`config.mk`:
```
export PLATFORM = sky130hd
export DESIGN_NAME = mc_ctrl_fsm
export DESIGN_NICKNAME = d
export VERILOG_FILES = /design/src/rtl/mips_pkg.sv /design/src/rtl/mc_ctrl_outdec.sv /design/src/rtl/mc_ctrl_fsm.sv
export SDC_FILE = /design/constraint.sdc
export NUM_CORES = 1
export LEC_CHECK = 0
export ABC_AREA = 1
export CORE_UTILIZATION = 50
export CTS_BUF_LIST = sky130_fd_sc_hd__clkbuf_2 sky130_fd_sc_hd__clkbuf_4 sky130_fd_sc_hd__clkbuf_8
export DETAILED_ROUTE_END_ITERATION = 8
export GPL_ROUTABILITY_DRIVEN = 1
export HOLD_SLACK_MARGIN = 0.05
export PLACE_DENSITY = 0.94
export SLEW_MARGIN = 30
export SYNTH_ARGS = -nofsm -noshare
export SYNTH_HDL_FRONTEND = slang
export SYNTH_SLANG_ARGS = --single-unit
```
`constraint.sdc`:
```
create_clock -name clk -period 2.7 [get_ports clk]
set_input_delay 0.27 -clock clk [delete_from_list [all_inputs] [get_ports clk]]
set_output_delay 0.27 -clock clk [all_outputs]
set_load 0.03 [all_outputs]
```
`src/rtl/mips_pkg.sv`:
```
// Shared MIPS control definitions: opcodes, multicycle state set and the
// datapath select encodings also used by the single-cycle decoder.
package mips_pkg;

    localparam logic [5:0] OP_RTYPE = 6'b000000;
    localparam logic [5:0] OP_LW    = 6'b100011;
    localparam logic [5:0] OP_SW    = 6'b101011;
    localparam logic [5:0] OP_BEQ   = 6'b000100;
    localparam logic [5:0] OP_ADDI  = 6'b001000;
    localparam logic [5:0] OP_J     = 6'b000010;
    localparam logic [5:0] OP_JAL   = 6'b000011;

    typedef enum logic [3:0] {
        S_FETCH   = 4'd0,
        S_DECODE  = 4'd1,
        S_MEMADR  = 4'd2,
        S_MEMRD   = 4'd3,
        S_MEMWB   = 4'd4,
        S_MEMWR   = 4'd5,
        S_EXEC    = 4'd6,
        S_ALUWB   = 4'd7,
        S_ADDIEX  = 4'd8,
        S_ADDIWB  = 4'd9,
        S_BRANCH  = 4'd10,
        S_JUMP    = 4'd11,
        S_JAL     = 4'd12,
        S_ILLEGAL = 4'd13
    } state_e;

    typedef enum logic [1:0] {
        RD_RT = 2'b00,
        RD_RD = 2'b01,
        RD_RA = 2'b10
    } reg_dst_e;

    typedef enum logic [1:0] {
        DM_ALUOUT = 2'b00,
        DM_MDR    = 2'b01,
        DM_PC     = 2'b10
    } dm2reg_e;

    typedef enum logic [1:0] {
        AOP_ADD   = 2'b00,
        AOP_SUB   = 2'b01,
        AOP_FUNCT = 2'b10
    } alu_op_e;

    typedef enum logic [1:0] {
        PCS_ALU    = 2'b00,
        PCS_ALUOUT = 2'b01,
        PCS_JUMP   = 2'b10
    } pc_src_e;

    typedef enum logic [1:0] {
        SRCB_REGB   = 2'b00,
        SRCB_FOUR   = 2'b01,
        SRCB_IMM    = 2'b10,
        SRCB_IMMSH2 = 2'b11
    } alu_src_b_e;

    typedef struct packed {
        logic       mem_req;
        logic       mem_we;
        logic       iord;
        logic       ir_we;
        logic       pc_we;
        pc_src_e    pc_src;
        logic       alu_src_a;
        alu_src_b_e alu_src_b;
        alu_op_e    alu_op;
        logic       we_reg;
        reg_dst_e   reg_dst;
        dm2reg_e    dm2reg;
        logic       retire;
        logic       illegal;
    } ctrl_t;

    // Dispatch out of DECODE; anything outside the supported set halts the core.
    function automatic state_e decode_next(input logic [5:0] op);
        state_e nxt;
        case (op)
            OP_RTYPE:     nxt = S_EXEC;
            OP_LW, OP_SW: nxt = S_MEMADR;
            OP_BEQ:       nxt = S_BRANCH;
            OP_ADDI:      nxt = S_ADDIEX;
            OP_J:         nxt = S_JUMP;
            OP_JAL:       nxt = S_JAL;
            default:      nxt = S_ILLEGAL;
        endcase
        return nxt;
    endfunction

endpackage

```
`src/rtl/mc_ctrl_outdec.sv`:
```
// Combinational mapping from controller state (plus mem_ready / zero for the
// Mealy-qualified strobes) to the multicycle datapath control bus.
module mc_ctrl_outdec
    import mips_pkg::*;
(
    input  state_e state,
    input  logic   mem_ready,
    input  logic   zero,
    output ctrl_t  ctrl
);

    always_comb begin
        ctrl = '0;
        case (state)
            S_FETCH: begin
                ctrl.mem_req   = 1'b1;
                ctrl.iord      = 1'b0;
                ctrl.alu_src_a = 1'b0;
                ctrl.alu_src_b = SRCB_FOUR;
                ctrl.alu_op    = AOP_ADD;
                ctrl.pc_src    = PCS_ALU;
                ctrl.ir_we     = mem_ready;
                ctrl.pc_we     = mem_ready;
            end
            S_DECODE: begin
                // Speculative branch target goes into ALUOut.
                ctrl.alu_src_a = 1'b0;
                ctrl.alu_src_b = SRCB_IMMSH2;
                ctrl.alu_op    = AOP_ADD;
            end
            S_MEMADR: begin
                ctrl.alu_src_a = 1'b1;
                ctrl.alu_src_b = SRCB_IMM;
                ctrl.alu_op    = AOP_ADD;
            end
            S_MEMRD: begin
                ctrl.mem_req = 1'b1;
                ctrl.iord    = 1'b1;
            end
            S_MEMWB: begin
                ctrl.we_reg  = 1'b1;
                ctrl.reg_dst = RD_RT;
                ctrl.dm2reg  = DM_MDR;
                ctrl.retire  = 1'b1;
            end
            S_MEMWR: begin
                ctrl.mem_req = 1'b1;
                ctrl.mem_we  = 1'b1;
                ctrl.iord    = 1'b1;
                ctrl.retire  = mem_ready;
            end
            S_EXEC: begin
                ctrl.alu_src_a = 1'b1;
                ctrl.alu_src_b = SRCB_REGB;
                ctrl.alu_op    = AOP_FUNCT;
            end
            S_ALUWB: begin
                ctrl.we_reg  = 1'b1;
                ctrl.reg_dst = RD_RD;
                ctrl.dm2reg  = DM_ALUOUT;
                ctrl.retire  = 1'b1;
            end
            S_ADDIEX: begin
                ctrl.alu_src_a = 1'b1;
                ctrl.alu_src_b = SRCB_IMM;
                ctrl.alu_op    = AOP_ADD;
            end
            S_ADDIWB: begin
                ctrl.we_reg  = 1'b1;
                ctrl.reg_dst = RD_RT;
                ctrl.dm2reg  = DM_ALUOUT;
                ctrl.retire  = 1'b1;
            end
            S_BRANCH: begin
                ctrl.alu_src_a = 1'b1;
                ctrl.alu_src_b = SRCB_REGB;
                ctrl.alu_op    = AOP_SUB;
                ctrl.pc_src    = PCS_ALUOUT;
                ctrl.pc_we     = zero;
                ctrl.retire    = 1'b1;
            end
            S_JUMP: begin
                ctrl.pc_src = PCS_JUMP;
                ctrl.pc_we  = 1'b1;
                ctrl.retire = 1'b1;
            end
            S_JAL: begin
                // PC already holds PC+4 from FETCH, which is the link value.
                ctrl.pc_src  = PCS_JUMP;
                ctrl.pc_we   = 1'b1;
                ctrl.we_reg  = 1'b1;
                ctrl.reg_dst = RD_RA;
                ctrl.dm2reg  = DM_PC;
                ctrl.retire  = 1'b1;
            end
            S_ILLEGAL: begin
                ctrl.illegal = 1'b1;
            end
            default: ctrl = '0;
        endcase
    end

endmodule

```
`src/rtl/mc_ctrl_fsm.sv`:
```
// Multicycle MIPS main controller: state register, next-state logic with the
// memory handshake, and the retired-instruction counter.
module mc_ctrl_fsm
    import mips_pkg::*;
#(
    parameter int CNT_W = 32
) (
    input  logic             clk,
    input  logic             rst_n,
    input  logic [5:0]       opcode,
    input  logic             zero,
    input  logic             mem_ready,
    output logic             mem_req,
    output logic             mem_we,
    output logic             iord,
    output logic             ir_we,
    output logic             pc_we,
    output logic [1:0]       pc_src,
    output logic             alu_src_a,
    output logic [1:0]       alu_src_b,
    output logic [1:0]       alu_op,
    output logic             we_reg,
    output logic [1:0]       reg_dst,
    output logic [1:0]       dm2reg,
    output logic             retire,
    output logic             illegal,
    output logic [CNT_W-1:0] instret
);

    state_e           state_q, state_d;
    logic [CNT_W-1:0] instret_q, instret_d;
    ctrl_t            ctrl_raw;
    ctrl_t            ctrl;

    mc_ctrl_outdec u_outdec (
        .state     (state_q),
        .mem_ready (mem_ready),
        .zero      (zero),
        .ctrl      (ctrl_raw)
    );

    // Outputs are gated combinationally so nothing leaks while reset is held.
    always_comb begin
        ctrl = ctrl_raw;
        if (!rst_n) begin
            ctrl = '0;
        end
    end

    always_comb begin
        state_d = state_q;
        case (state_q)
            S_FETCH:   if (mem_ready) state_d = S_DECODE;
            S_DECODE:  state_d = decode_next(opcode);
            S_MEMADR:  state_d = (opcode == OP_SW) ? S_MEMWR : S_MEMRD;
            S_MEMRD:   if (mem_ready) state_d = S_MEMWB;
            S_MEMWR:   if (mem_ready) state_d = S_FETCH;
            S_EXEC:    state_d = S_ALUWB;
            S_ADDIEX:  state_d = S_ADDIWB;
            S_MEMWB,
            S_ALUWB,
            S_ADDIWB,
            S_BRANCH,
            S_JUMP,
            S_JAL:     state_d = S_FETCH;
            S_ILLEGAL: state_d = S_ILLEGAL;
            default:   state_d = S_FETCH;
        endcase
    end

    always_comb begin
        instret_d = instret_q + CNT_W'(ctrl.retire);
    end

    always_ff @(posedge clk) begin
        if (!rst_n) begin
            state_q   <= S_FETCH;
            instret_q <= '0;
        end else begin
            state_q   <= state_d;
            instret_q <= instret_d;
        end
    end

    assign mem_req   = ctrl.mem_req;
    assign mem_we    = ctrl.mem_we;
    assign iord      = ctrl.iord;
    assign ir_we     = ctrl.ir_we;
    assign pc_we     = ctrl.pc_we;
    assign pc_src    = ctrl.pc_src;
    assign alu_src_a = ctrl.alu_src_a;
    assign alu_src_b = ctrl.alu_src_b;
    assign alu_op    = ctrl.alu_op;
    assign we_reg    = ctrl.we_reg;
    assign reg_dst   = ctrl.reg_dst;
    assign dm2reg    = ctrl.dm2reg;
    assign retire    = ctrl.retire;
    assign illegal   = ctrl.illegal;
    assign instret   = instret_q;

endmodule

```
==> summary.txt <==
Status
  – Status: complete, no violations

Layout
  – Area of the multi-input gates: approximately 1300 um2
  – Area grow syn2layout: 32.8%
  – Register Area: slightly above 700 um2
  – # diodes: 0
  – Finished Layout Cells: approximately 470
  – # fillers: about 360
  – Final nets: 432
  – Layout cells sized above 1: between 10% and 20%

Timing
  – Max Transition Viols Final: 0
  – Fin Clk Skew: about 0.0088 ns
  – Tmin final: roughly 2.6 ns
  – Final Hold Fails: 0
  – Setup-failing EPs final: 0
  – Period utilization: 96.0%
  – Measured slew at the worst slew-check pin: slightly above 0.5 ns
  – Max Freq: just under 400 MHz
  – Max_slew headroom: between 60% and 70%
  – Worst Setup Slack, final: 0.109 ns

Power
  – Sw Ratio: roughly a third
  – Internal Dissipation: between 1 and 1.5 mW
  – Clock share of power: between 30% and 40%
  – Design Power: approximately 1.5 mW
  – Comb pwr share: approximately 31%
  – P_leak: roughly 1.2 nW
  – Peak supply drop: approximately 370 uV
  – Pwr dens: approximately 520 nW/um2
  – Reg power frac: 37.6%
  – Psw: 529 uW

Worst setup path
  – Reg-to-reg startpoint: state_q[1]$_SDFFE_PN0P_
  – Register-to-Register Path Depth: 16
  – Critical path type: register to register
  – CP Launch Type: register
  – Worst r2r dst: instret[28]$_SDFF_PN0_
  – R2R setup slack: about 0.11 ns
  – Worst setup path start: state_q[1]$_SDFFE_PN0P_
  – Worst path arrival time: between 2 and 3 ns
  – Crit path max fanout: 6
  – Critical path capture point type: register
  – Critical Path RT: approximately 2.9 ns

Synth
  – Post-synthesis async set-or-reset flop share: 0%
  – Register area share after synthesis: between 30% and 40%
  – Net Count, Synth: between 300 and 400
  – Most instantiated cells after synthesis: 85 x nand2_1, 61 x nor2_1, 46 x inv_1, 36 x dfxtp_1, 28 x a21oi_1
  – Synth area leaders: dfxtp_1 32%, nand2_1 14%, nor2_1 10%, inv_1 7.7%, a21oi_1 6.2%
  – Synth warn: 0
  – Ys flop type: dfxtp_1
  – Syn avg cell area: 6.31 um2
  – EDFF count, synth: 0
  – Synthesized flop and latch total: 36
  – Synthesized area: roughly 2300 um2
  – Synth cell types: 34
  – Yosys top cell area share: 32.0%
  – Biggest area consumer among synthesized cells: dfxtp_1
  – Top-count cell post-synth: nand2_1
  – Post-Synthesis Cells: approximately 360

Place
  – Port Buffer Count: 60
  – Hpwl dp: 4.61 mm
  – Cell count after placement: between 400 and 500
  – GP Congestion: around 0.92
  – Dpl ws: about 0.073 ns

Clocking
  – Clock buffer depth: 2
  – CTS Buf Count: 5
  – H-tree depth: 2
  – Clk pin slew, worst setup/hold paths: approximately 0.08 ns
  – TritonCTS clock tree: built
  – Root buf cell: clkbuf_8
  – Clk sink count: 36
  – Latest clock arrival within the worst-skew pair: roughly 0.30 ns

Global route
  – First-pass GRT wire length: between 9 and 10 mm
  – Grt total ovfl: 0
  – Largest net degree at the start of global routing: 33
  – Initial antenna violation count: 0
  – Vias in the first global route: 2275
  – GRT Util Overall: around a quarter

Routing
  – Routed wire per std cell: around 13 um
  – Post-route ant nets: 0
  – DR vias/cell: around 5.4
  – DRC viols: 0
  – DRT Pass-1 Iters: 7
  – Total Routed Length: 6.09 mm
  – DR vias: 2570
  – Initial drt markers: ~290

Die
  – Row cnt: 24
  – Starting Density: 51.7%
  – Die X: roughly 70 um
  – Ports: 61
  – Chip Height: 69.1 um
  – Core ar.: between 4000 and 5000 um2
  – Die ar.: roughly 4800 um2

Min path
  – Hold path start: instret[31]$_SDFF_PN0_
  – Cell depth of the worst hold path: 2
  – Worst hold path class: register to register
  – Min-Delay Endpoint: instret[31]$_SDFF_PN0_

Run
  – Maxcap violations: 0
worst max-delay path, stage by stage, from the launching register on:
cell and delay [ns]:
dfxtp_1 0.38, nor2_2 0.17, inv_1 0.12, nor2_2 0.15, inv_1 0.07, o21ai_0 0.06, o21ai_0 0.10, inv_1 0.07
ha_2 0.21, ha_2 0.20, nand2_1 0.08, nor2_1 0.17, inv_1 0.12, nor2_1 0.18, nand4_1 0.16, o21ai_1 0.18
a21oi_1 0.07
per-layer routing:
| layer | vias up | share of wire [%] | wire length, um | global-route usage (%) |
|---|---|---|---|---|
| li1 | 1268 | - | - | - |
| met1 | 1139 | 39 | 2350 | 29.9 |
| met2 | 141 | 50 | 3040 | 45.4 |
| met3 | 22 | 9.2 | 559 | 4.68 |
| met4 | 0 | 2.3 | 137 | 9.30 |
| met5 | - | 0 | 0 | 0 |
what timing repair did:
action                                 in CTS  in global routing
setup endpoints to repair                   0                  9
resized for setup                           0                  7
hold buffers                                0                  0
setup buffers                               0                  0
endpoints found under the hold margin       0                  0
registers in the layout, indices dropped and copies added (netlist names):
register and count:
instret 32, state_q 4
layout make-up:
type,count,share of cell area [%]
timing repair buffer,63,19.5
sequential,36,24.1
clock buffer,6,2.55
clock inverter,2,1.17
inverter,49,6.23
tap,52,2.17
multi-input combinational,265,44.2
kinds of logic after synthesis:
group,share of synthesized area (%)
buffers and inverters,9.78
flip-flops,32.0
XOR/XNOR,3.11
adder cells (fa/ha/maj),1.11
AO/OA/AOI/OAI,11.7
AND/OR/NAND/NOR,42.3
power by group through the flow:
stage	Sequential, mW	Clock [mW]	Combinational [mW]
after floorplan	0.590	0	0.311
after global placement	0.590	0	0.470
after detailed placement	0.589	0	0.472
after CTS	0.577	0.488	0.474
after global routing	0.583	0.508	0.523
final	0.581	0.481	0.481
how the worst max path moves through the flow:
stage          cells past startpoint  slack [ns]                endpoint
2_1_floorplan                     18        0.17  instret[18]$_SDFF_PN0_
3_3_place_gp                      15        0.19  instret[16]$_SDFF_PN0_
3_5_place_dp                      14        0.07  instret[28]$_SDFF_PN0_
4_1_cts                           17        0.12  instret[16]$_SDFF_PN0_
5_1_grt                           16       -0.01  instret[28]$_SDFF_PN0_
6_report                          16        0.11  instret[28]$_SDFF_PN0_
cell usage in the layout, fill, tap and decap left out, types with 2 or more instances in the layout:
master,synthesis,final
a21oi_1,28,28
buf_4,2,19
clkbuf_8,0,5
clkdlybuf4s50_1,0,44
dfxtp_1,36,35
ha_2,0,2
inv_1,46,46
inv_2,2,2
nand2_1,85,84
nand2_2,1,2
nand3_1,18,18
nand3_2,2,2
nand4_1,7,7
nor2_1,61,59
nor2_2,3,5
nor2_4,4,4
nor3_1,10,10
nor3_2,4,4
nor4_1,2,2
o211ai_1,3,3
o21ai_0,14,13
o21ai_1,2,3
or2_0,3,3
xnor2_1,4,4
xor2_1,4,4
per-stage QoR:
step	hold slack, ns	instance area [um2]	setup TNS (ns)	util, %
finish	0.476	2990	0	68.7
CTS	0.481	2980	0	68.4
floorplan	0.473	2250	0	-
detailed placement	0.470	2870	0	65.8
global route	0.497	2990	-0.0227	68.7
global placement	0.467	2870	0	65.8
Note: power is estimated with default switching activity, not from simulation.
